File: src/rtl/decoder_64b66b.sv
// ---------------------------------------------------------------------------
// decoder_64b66b
//
// Receive side of the 64b/66b line code. Raw 66-bit blocks arrive from the RX
// gearbox. The 2-bit sync header is checked to gain and keep block lock, and
// a one-cycle bitslip request is sent back to the gearbox while hunting for
// alignment. The payload is descrambled with the self-synchronizing
// polynomial G(x) = 1 + x^39 + x^58. Blocks received while locked are
// forwarded downstream as {ttype, data} on AXI Stream.
//
// Ports
//   clk            single clock
//   reset_n        asynchronous, active-low reset
//   s_axis_tdata   [65:64] sync header, [63:0] scrambled payload (bit 0 first)
//   s_axis_tvalid  input block valid
//   s_axis_tready  input ready; a copy of m_axis_tready
//   m_axis_ttype   received sync header (01 data, 10 control, 00/11 invalid)
//   m_axis_tdata   descrambled payload
//   m_axis_tuser   set when the header of this block is invalid
//   m_axis_tvalid  output block valid
//   m_axis_tready  downstream ready
//   block_lock     block lock status
//   bitslip        one-cycle request to shift gearbox alignment by one bit
// ---------------------------------------------------------------------------
module decoder_64b66b #(
    parameter int SH_CNT_LOCK  = 64,
    parameter int SH_INVLD_MAX = 16,
    parameter int SLIP_WAIT    = 2
) (
    input  logic        clk,
    input  logic        reset_n,
    input  logic [65:0] s_axis_tdata,
    input  logic        s_axis_tvalid,
    output logic        s_axis_tready,
    output logic [1:0]  m_axis_ttype,
    output logic [63:0] m_axis_tdata,
    output logic        m_axis_tuser,
    output logic        m_axis_tvalid,
    input  logic        m_axis_tready,
    output logic        block_lock,
    output logic        bitslip
);

    // Counter widths hold the terminal value without wrapping; never below 1.
    localparam int CNT_W  = (SH_CNT_LOCK  < 1) ? 1 : $clog2(SH_CNT_LOCK + 1);
    localparam int INV_W  = (SH_INVLD_MAX < 1) ? 1 : $clog2(SH_INVLD_MAX + 1);
    localparam int SLIP_W = (SLIP_WAIT    < 1) ? 1 : $clog2(SLIP_WAIT + 1);

    localparam logic [CNT_W-1:0]  CNT_LOCK  = CNT_W'(SH_CNT_LOCK);
    localparam logic [INV_W-1:0]  INV_MAX   = INV_W'(SH_INVLD_MAX);
    localparam logic [SLIP_W-1:0] SLIP_LAST = SLIP_W'(SLIP_WAIT);

    typedef enum logic [1:0] {
        ST_TEST,
        ST_SLIP,
        ST_LOCKED
    } state_t;

    state_t             state;
    logic [CNT_W-1:0]   sh_cnt;
    logic [INV_W-1:0]   sh_invld_cnt;
    logic [SLIP_W-1:0]  slip_cnt;
    logic [63:0]        hist;

    logic               accept;
    logic [1:0]         header;
    logic               header_ok;
    logic [63:0]        descrambled;
    logic [CNT_W-1:0]   sh_cnt_inc;
    logic [INV_W-1:0]   invld_inc;
    logic [SLIP_W-1:0]  slip_inc;

    // The input side can only move when the output side can, so every stall
    // freezes the whole pipeline together.
    assign s_axis_tready = m_axis_tready;
    assign accept        = s_axis_tvalid && m_axis_tready;
    assign header        = s_axis_tdata[65:64];
    assign header_ok     = (header == 2'b01) || (header == 2'b10);

    assign sh_cnt_inc = sh_cnt + CNT_W'(1);
    assign invld_inc  = header_ok ? sh_invld_cnt : (sh_invld_cnt + INV_W'(1));
    assign slip_inc   = slip_cnt + SLIP_W'(1);

    // Descrambler: each output bit is the received bit XOR the received bits
    // 39 and 58 positions earlier in the serial stream. Concatenating the
    // current payload above the previous one lets the taps reach back across
    // the block boundary: bit 64+i is the current bit, 25+i and 6+i the taps.
    always_comb begin
        logic [127:0] stream;
        stream      = {s_axis_tdata[63:0], hist};
        descrambled = '0;
        for (int i = 0; i < 64; i++) begin
            descrambled[i] = stream[64 + i] ^ stream[25 + i] ^ stream[6 + i];
        end
    end

    // Lock state machine, descrambler history and registered output stage.
    // bitslip is a strobe: it drops back to zero on the cycle after any pulse,
    // even if the stream stalls, so the gearbox sees exactly one request.
    // Forwarding is decided on the state before the update, so the block
    // that completes acquisition is dropped while the block that loses lock
    // is still forwarded (flagged through tuser by its bad header).
    always_ff @(posedge clk or negedge reset_n) begin
        if (!reset_n) begin
            state         <= ST_TEST;
            sh_cnt        <= '0;
            sh_invld_cnt  <= '0;
            slip_cnt      <= '0;
            hist          <= '0;
            block_lock    <= 1'b0;
            bitslip       <= 1'b0;
            m_axis_tvalid <= 1'b0;
            m_axis_tdata  <= '0;
            m_axis_ttype  <= '0;
            m_axis_tuser  <= 1'b0;
        end else begin
            bitslip <= 1'b0;

            if (m_axis_tready) begin
                m_axis_tvalid <= s_axis_tvalid && (state == ST_LOCKED);
            end

            if (accept) begin
                hist <= s_axis_tdata[63:0];

                if (state == ST_LOCKED) begin
                    m_axis_tdata <= descrambled;
                    m_axis_ttype <= header;
                    m_axis_tuser <= !header_ok;
                end

                case (state)
                    ST_TEST: begin
                        if (!header_ok) begin
                            bitslip      <= 1'b1;
                            sh_cnt       <= '0;
                            sh_invld_cnt <= '0;
                            slip_cnt     <= '0;
                            state        <= ST_SLIP;
                        end else if (sh_cnt_inc >= CNT_LOCK) begin
                            block_lock   <= 1'b1;
                            sh_cnt       <= '0;
                            sh_invld_cnt <= '0;
                            state        <= ST_LOCKED;
                        end else begin
                            sh_cnt <= sh_cnt_inc;
                        end
                    end

                    ST_SLIP: begin
                        // Headers are not examined here; the gearbox may
                        // still be delivering blocks at the old alignment.
                        if (slip_inc >= SLIP_LAST) begin
                            sh_cnt       <= '0;
                            sh_invld_cnt <= '0;
                            slip_cnt     <= '0;
                            state        <= ST_TEST;
                        end else begin
                            slip_cnt <= slip_inc;
                        end
                    end

                    ST_LOCKED: begin
                        // Loss of lock takes priority over a window restart
                        // landing on the same block.
                        if (invld_inc >= INV_MAX) begin
                            block_lock   <= 1'b0;
                            bitslip      <= 1'b1;
                            sh_cnt       <= '0;
                            sh_invld_cnt <= '0;
                            slip_cnt     <= '0;
                            state        <= ST_SLIP;
                        end else if (sh_cnt_inc >= CNT_LOCK) begin
                            sh_cnt       <= '0;
                            sh_invld_cnt <= '0;
                        end else begin
                            sh_cnt       <= sh_cnt_inc;
                            sh_invld_cnt <= invld_inc;
                        end
                    end

                    default: begin
                        state <= ST_TEST;
                    end
                endcase
            end
        end
    end

endmodule

File: config.mk
export PLATFORM = sky130hd
export DESIGN_NAME = decoder_64b66b
export DESIGN_NICKNAME = d
export VERILOG_FILES = /design/src/rtl/decoder_64b66b.sv
export SDC_FILE = /design/constraint.sdc
export NUM_CORES = 1
export LEC_CHECK = 0
export ABC_AREA = 1
export CAP_MARGIN = 25
export CORE_MARGIN = 2
export CORE_UTILIZATION = 50
export DETAILED_ROUTE_END_ITERATION = 8
export DONT_BUFFER_PORTS = 1
export GPL_ROUTABILITY_DRIVEN = 0
export PLACE_DENSITY = 0.72
export SYNTH_ARGS = -nofsm -noshare
export SYNTH_HDL_FRONTEND = slang
export SYNTH_SLANG_ARGS = --single-unit
File: constraint.sdc
create_clock -name clk -period 2.1 [get_ports clk]
set_input_delay 0.315 -clock clk [delete_from_list [all_inputs] [get_ports clk]]
set_output_delay 0.315 -clock clk [all_outputs]
set_load 0.01 [all_outputs]
==> impl_results.md, run 1 <==
- Routed Antenna Nets: 0
- Final core occ: 0.5987
- IO Port Bufs: 0
- Via Count: 5031
- GRT Total Usage: 0.2450
- Io pins: 141
- MaxCap Viol Count: 0
- Layout area overhead: 17.11%
- Pleak: 0.003833 uW
- Fin Hold WS: -414.2 ps
- Hold-fix buffer count after cts: 34
- Total Power: 9814 uW
- DIE WIDTH: 120.1 um
- Num CTS Buffers: 17
- Die area: 14430 um^2
- DP HPWL: 11650 um
- Vias per std cell: 5.252
- Fmax: 551.3 MHz
- CP Data Arrival Time: 2160 ps
- #FFs+latches synth: 144
- Yosys warns: 0
- Mapped Area: 6743 um^2
- Count of final hold-check violations: 144
- CP cell instances: inv_1 > ha_1 > inv_1 > nor2_1 > nor3_4 > nand2_2 > o21bai_1 > inv_1 > nor2_1
- First DRT Iteration DRCs: 465
- Gate Count Post-Synth: 740
- Wirelength per Cell: 17.84 um
- CP Capture Type: register
- WS Path Type: reg -> reg
- Cell repeated most along the worst path: inv_1
- Number of library cell types mapped by synthesis: 26
- Clk_lat worst skew: 420 ps
- Slew headroom: 0.5967
- First-pass GRT wire length: 26840 um
- Remaining global-route overflow: 0
- Count of nets after finishing: 848
- CP top delay family: simple AND/OR/NAND/NOR gates
- Vias in the first global route: 4809
- Initial Util: 0.5112
- Clock Tree Root: clkbuf_16
- Commonest non-fill, non-tap cell in the layout: nand2_1
- Row cnt: 42
- Slew @ Worst Pin: 604.9 ps
- Initial antenna violation count: 0
- HP Class: in -> async
- Setup violators final: 0
- Max incr delay on CP: 400 ps
- Fin cells: 958
- # Post-CTS Setup Buffers: 0
- Tcrit/Tclk final: 0.8638
- Clock skew: 5.338 ps
- Final Max Slew Viols: 0
- Syn_nets: 817
- Largest net degree at the start of global routing: 145
- CTS max path bufs: 2
- Core area: 13190 um^2
- Clock slew at reported path FFs: 60 ps
- Drt first pass iters: 5
- Syn avg cell area: 9.112 um^2
- H-tree levels: 4
- Sequential share of the synthesized area: 0.5344
- N_diodes: 0
- Die H: 120.1 um
- CP required: 2450 ps
- CP bufs+invs: 3
- CTS tree: built
- Crit start category: register
- Critical path fanouts, max: 10
- Fin crit period: 1814 ps
- Clk sinks: 144
- Dpl cells: 894
- Slowest cell on crit path: dfrtp_1
- Maximum vdd ir drop: 0.7409 mV
- DRC: 0
- Most frequent cells in the layout: nand2_1, dfrtp_1, o21ai_0
- RSZ-0062 raised after global routing: false
- Setup TNS Final: 0 ps
- Fraction of layout cells with a size suffix above 1: 0.05627
- Post-Route WL: 17090 um
- Outcome: complete, but fails checks
- Failing checks: negative hold slack
- Post-cts sizing count: 0
- Power per cell area: 1243 nW/um^2
[through the flow]
step                hold slack [ps]  instance area (um^2)  worst slack [ps]
global placement              23.74                  6939             460.5
finish                       -414.2                  7896             286.0
detailed placement            22.86                  6939             324.8
CTS                          -431.9                  7896             288.0
global route                 -432.8                  7896             147.6
floorplan                     19.41                  6743             603.7
[synthesized netlist by cell type]
cell        n  area (um^2)
ha_1        7        87.58
nand3_1     8        40.04
or2_0       1        6.260
a31oi_1     1        6.260
a21o_1      1        7.510
nand4_1     4        25.02
nand2_1   278         1044
buf_1       1        3.750
a21oi_1     7        35.03
nor2_1     13        48.80
xor2_1     67        586.8
xnor2_1    64        560.5
dfrtp_1   144         3603
o21bai_1    3        22.52
buf_2       7        35.03
inv_1      27        101.4
inv_2       3        11.26
buf_4       1        7.510
nand2_2     3        18.77
o21ai_1     1        5.000
clkinv_1    1        3.750
or2_2       2        12.51
nor3_4      1        16.27
o22ai_1     1        6.260
o21ai_0    76        380.4
clkbuf_1   18        67.56
[worst register-to-register path, cell delays in order (launching register included)]
cell	delay [ps]
dfrtp_1	400
inv_1	90
ha_1	200
inv_1	50
nor2_1	70
nor3_4	370
nand2_2	200
o21bai_1	170
inv_1	70
nor2_1	120
[path summary, 6_finish.rpt]
kind                                  from              end  slack (ps)  depth (start not counted)
max                               state[1]  sh_invld_cnt[0]         290                          9
min in group clk           s_axis_tdata[9]          hist[9]          10                          2
min                                reset_n         hist[21]        -410                          0
max in group asynchronous          reset_n        sh_cnt[5]        2330                          0
min reg2reg                    slip_cnt[1]      slip_cnt[1]         460                          2
max reg2reg                       state[1]  sh_invld_cnt[0]         290                          9
[kinds of logic after synthesis]
kind of cell | after synthesis | share of synthesized area
buffers and inverters | 58 | 0.03414
AND/OR/NAND/NOR | 310 | 0.1796
adder cells (fa/ha/maj) | 7 | 0.01299
AO/OA/AOI/OAI | 90 | 0.06866
flip-flops | 144 | 0.5344
XOR/XNOR | 131 | 0.1702
[power breakdown]
part | switching [uW] | total (uW) | leakage [uW] | internal, uW
clock | 1130 | 3170 | 0.000302 | 2030
combinational | 1030 | 1870 | 0.00172 | 844
sequential | 1120 | 4770 | 0.00181 | 3650
total | 3290 | 9810 | 0.00383 | 6530
[registers in the layout, summed over array words and instances, names as in the netlist]
signal / count
m_axis_tdata: 64
hist: 58
sh_cnt: 7
sh_invld_cnt: 5
m_axis_ttype: 2
slip_cnt: 2
state: 2
bitslip: 1
block_lock: 1
m_axis_tuser: 1
m_axis_tvalid: 1
[cell type report]
class | count | area [um^2]
Sequential cell | 144 | 3603
Inverter | 31 | 118.9
Timing Repair Buffer | 39 | 427.9
Multi-Input combinational cell | 538 | 2909
Clock buffer | 20 | 456.7
Fill cell | 1106 | 5294
Clock inverter | 10 | 160.2
Tap cell | 176 | 220.2
[layer usage]
layer	vias up	GRT usage	part of all wire	wire length, um
li1	2373	-	-	-
met1	2450	0.3452	0.44	7521
met2	181	0.3487	0.45	7613
met3	27	0.08222	0.089	1514
met4	0	0.09779	0.026	440
met5	-	0	0	0
No activity file was read; power rests on OpenSTA's default activity.
==> run 2: changes to the inputs <==
--- a/config.mk
+++ b/config.mk
@@ -6,7 +6,7 @@
 export NUM_CORES = 1
 export LEC_CHECK = 0
 export ABC_AREA = 1
-export CAP_MARGIN = 25
+export CAP_MARGIN = 40
 export CORE_MARGIN = 2
 export CORE_UTILIZATION = 50
 export DETAILED_ROUTE_END_ITERATION = 8
==> results of run 2 <==
No change in the layout: final DEF, timing and power equal those of run 1.
==> run 3: changes to the inputs <==
--- a/config.mk
+++ b/config.mk
@@ -12,7 +12,6 @@
 export DETAILED_ROUTE_END_ITERATION = 8
 export DONT_BUFFER_PORTS = 1
 export GPL_ROUTABILITY_DRIVEN = 0
-export PLACE_DENSITY = 0.72
 export SYNTH_ARGS = -nofsm -noshare
 export SYNTH_HDL_FRONTEND = slang
 export SYNTH_SLANG_ARGS = --single-unit
==> run 3 against run 2 <==
Net effect: the flow still finishes with violations (negative hold slack); sequential share of layout area fell by 0.22 points; first-iteration DRC count fell by 18%; worst setup slack got worse by 9.8 ps; global-route usage fell by 0.24 points; non-clock buffer count rose by 3; total power rose by 0.97%; hold slack improved by 11 ps; die area did not move; largest power group unchanged; highest routed layer unchanged.
==> impl_results.md, run 3 (synthesis gave the netlist of run 1 again) <==
- Pleak: 0.003854 uW (+0.55%)
- CTS tree: built
- Pint: 6681 uW (+2.3%)
- Met3 Usage GRT: 0.06939 (-0.01283)
- Commonest non-fill, non-tap cell in the layout: nand2_1
- Comb power frac: 0.187 (-0.004)
- Sw Share: 0.3258 (-0.008962)
- Clock slew at reported path FFs: 60 ps (about the same)
- Hold-fix buffer count after cts: 36 (+5.9%)
- Global Route met2 Usage: 0.3498 (+0.001065)
- Num CTS Buffers: 17 (unchanged)
- CTS max path bufs: 2 (unchanged)
- Met1 Use GR: 0.3557 (+0.01051)
- Setup TNS Final: 0 ps (unchanged)
- Die H: 120.1 um (unchanged)
- HP Class: in -> async
- Placed Instance Area: 6922 um^2 (-0.25%)
- Fin crit period: 1824 ps (+9.828 ps)
- Routed Antenna Nets: 0 (unchanged)
- Initial Util: 0.5112 (unchanged)
- Critical path fanouts, max: 53 (+43)
- WS Path Type: reg -> reg
- Slowest cell on crit path: dfrtp_1
- Core area: 13190 um^2 (unchanged)
- Cell repeated most along the worst path: inv_1
- CP cell instances: inv_1 > ha_1 > inv_1 > nor2_1 > inv_4 > buf_12 > o21ai_0
- Slew @ Worst Pin: 458.5 ps (-146.4 ps)
- Clock skew: 7.768 ps (+2.430 ps)
- GRT Total Usage: 0.2427 (-0.002354)
- Number of flip-flops in the largest register: 64 (unchanged)
- Power per cell area: 1249 nW/um^2 (+0.49%)
- Clk sinks: 144 (unchanged)
- Die area: 14430 um^2 (unchanged)
- DRC: 0 (unchanged)
- Post-Route WL: 16750 um (-2.0%)
- Psw: 3229 uW (-1.7%)
- Final Max Slew Viols: 0 (unchanged)
- GRT Max-Usage Layer: met1
- CP Data Arrival Time: 2140 ps (-20 ps)
- Largest Register: m_axis_tdata
- DP HPWL: 11480 um (-1.5%)
- Layout area overhead: 17.67%
- Design Area, Final: 7934 um^2 (+0.48%)
- Max incr delay on CP: 410 ps (about the same)
- # Post-CTS Setup Buffers: 0 (unchanged)
- Vias in the first global route: 4675 (-2.8%)
- Post-cts sizing count: 0 (unchanged)
- CP required: 2420 ps (-30 ps)
- Share of total power in sequential cells: 0.477 (-0.009)
- Count of final hold-check violations: 144 (unchanged)
- Clock Tree Root: clkbuf_16
- Clk pwr share: 0.336 (+0.013)
- CP Capture Type: register
- Drt first pass iters: 5 (unchanged)
- Fin Hold WS: -402.8 ps (+11.42 ps)
- Via Count: 4887 (-2.9%)
- Tcrit/Tclk final: 0.8685 (+0.004680)
- Maximum vdd ir drop: 0.5793 mV (-22%)
- H-tree levels: 4 (unchanged)
- Worst reg-to-reg setup slack: 280 ps (about the same)
- Remaining global-route overflow: 0 (unchanged)
- First-pass GRT wire length: 26540 um (-1.1%)
- MaxCap Viol Count: 0 (unchanged)
- Crit start category: register
- Top Registers: m_axis_tdata (64), hist (58), sh_cnt (7)
- Slew headroom: 0.6934 (+0.09662)
- DIE WIDTH: 120.1 um (unchanged)
- Count of nets after finishing: 851 (+0.35%)
- Clk_lat worst skew: 420 ps (about the same)
- Io pins: 141 (unchanged)
- Fraction of layout cells with a size suffix above 1: 0.05852 (+0.002258)
- Most frequent cells in the layout: nand2_1, dfrtp_1, o21ai_0
- Failing checks: negative hold slack
- IO Port Bufs: 0 (unchanged)
- RSZ-0062 raised after global routing: false
- Largest net degree at the start of global routing: 145 (unchanged)
- Initial antenna violation count: 0 (unchanged)
- N_diodes: 0 (unchanged)
- Fmax: 548.3 MHz (-0.54%)
- Row cnt: 42 (unchanged)
- First DRT Iteration DRCs: 383 (-18%)
- Wirelength per Cell: 17.41 um (-2.4%)
- Outcome: complete, but fails checks
- Setup violators final: 0 (unchanged)
- Vias per std cell: 5.080 (-3.3%)
## run 3: metal layers
layer,share of wire,vias to the layer above
li1,-,2380
met1,0.47,2330
met2,0.44,162
met3,0.075,15
met4,0.012,0
met5,0,-
## run 3: final cells by class
type                       count  area (um^2)
tap                          176        220.2
clock inverter                10        181.4
sequential                   144         3603
inverter                      31        118.9
clock buffer                  21        470.5
fill                        1148         5256
multi-input combinational    538         2909
timing repair buffer          42        430.4
## run 3: path summary, 6_finish.rpt
kind	from	end	depth (start not counted)
max	state[0]	m_axis_tdata[41]	7
min	reset_n	m_axis_tdata[8]	0
max reg2reg	state[0]	m_axis_tdata[41]	7
min reg2reg	slip_cnt[1]	slip_cnt[1]	2
max in group asynchronous	reset_n	sh_cnt[3]	0
min in group clk	s_axis_tdata[25]	hist[25]	2
## run 3: per-stage QoR
| step | cells | hold WS, ps | setup slack (ps) | total power, uW | util |
|---|---|---|---|---|---|
| global route | 962 | -423.7 | 139.7 | 10500 | 0.6015 |
| global placement | 895 | 24.45 | 402.6 | 6473 | 0.5248 |
| detailed placement | 895 | 24.01 | 322.3 | 6568 | 0.5248 |
| CTS | 962 | -422.1 | 297.1 | 9998 | 0.6015 |
| finish | 962 | -402.8 | 276.1 | 9910 | 0.6015 |
| floorplan | 740 | 19.41 | 603.7 | 5961 | - |
## run 3: worst max-delay path: cells and delay by family, from the launching register on
kind / cells / cell delay, ps
fa+ha+maj: 1 / 220
simple gates: 1 / 210
compound gates: 1 / 240
flops: 1 / 410
buf+inv: 4 / 620
## run 3: power by group through the flow
stage	Clock, uW	Sequential (uW)	Combinational [uW]
after floorplan	0	4500	1460
after global placement	0	4770	1700
after detailed placement	0	4780	1780
after CTS	3390	4750	1860
after global routing	3500	4840	2160
final	3330	4730	1850
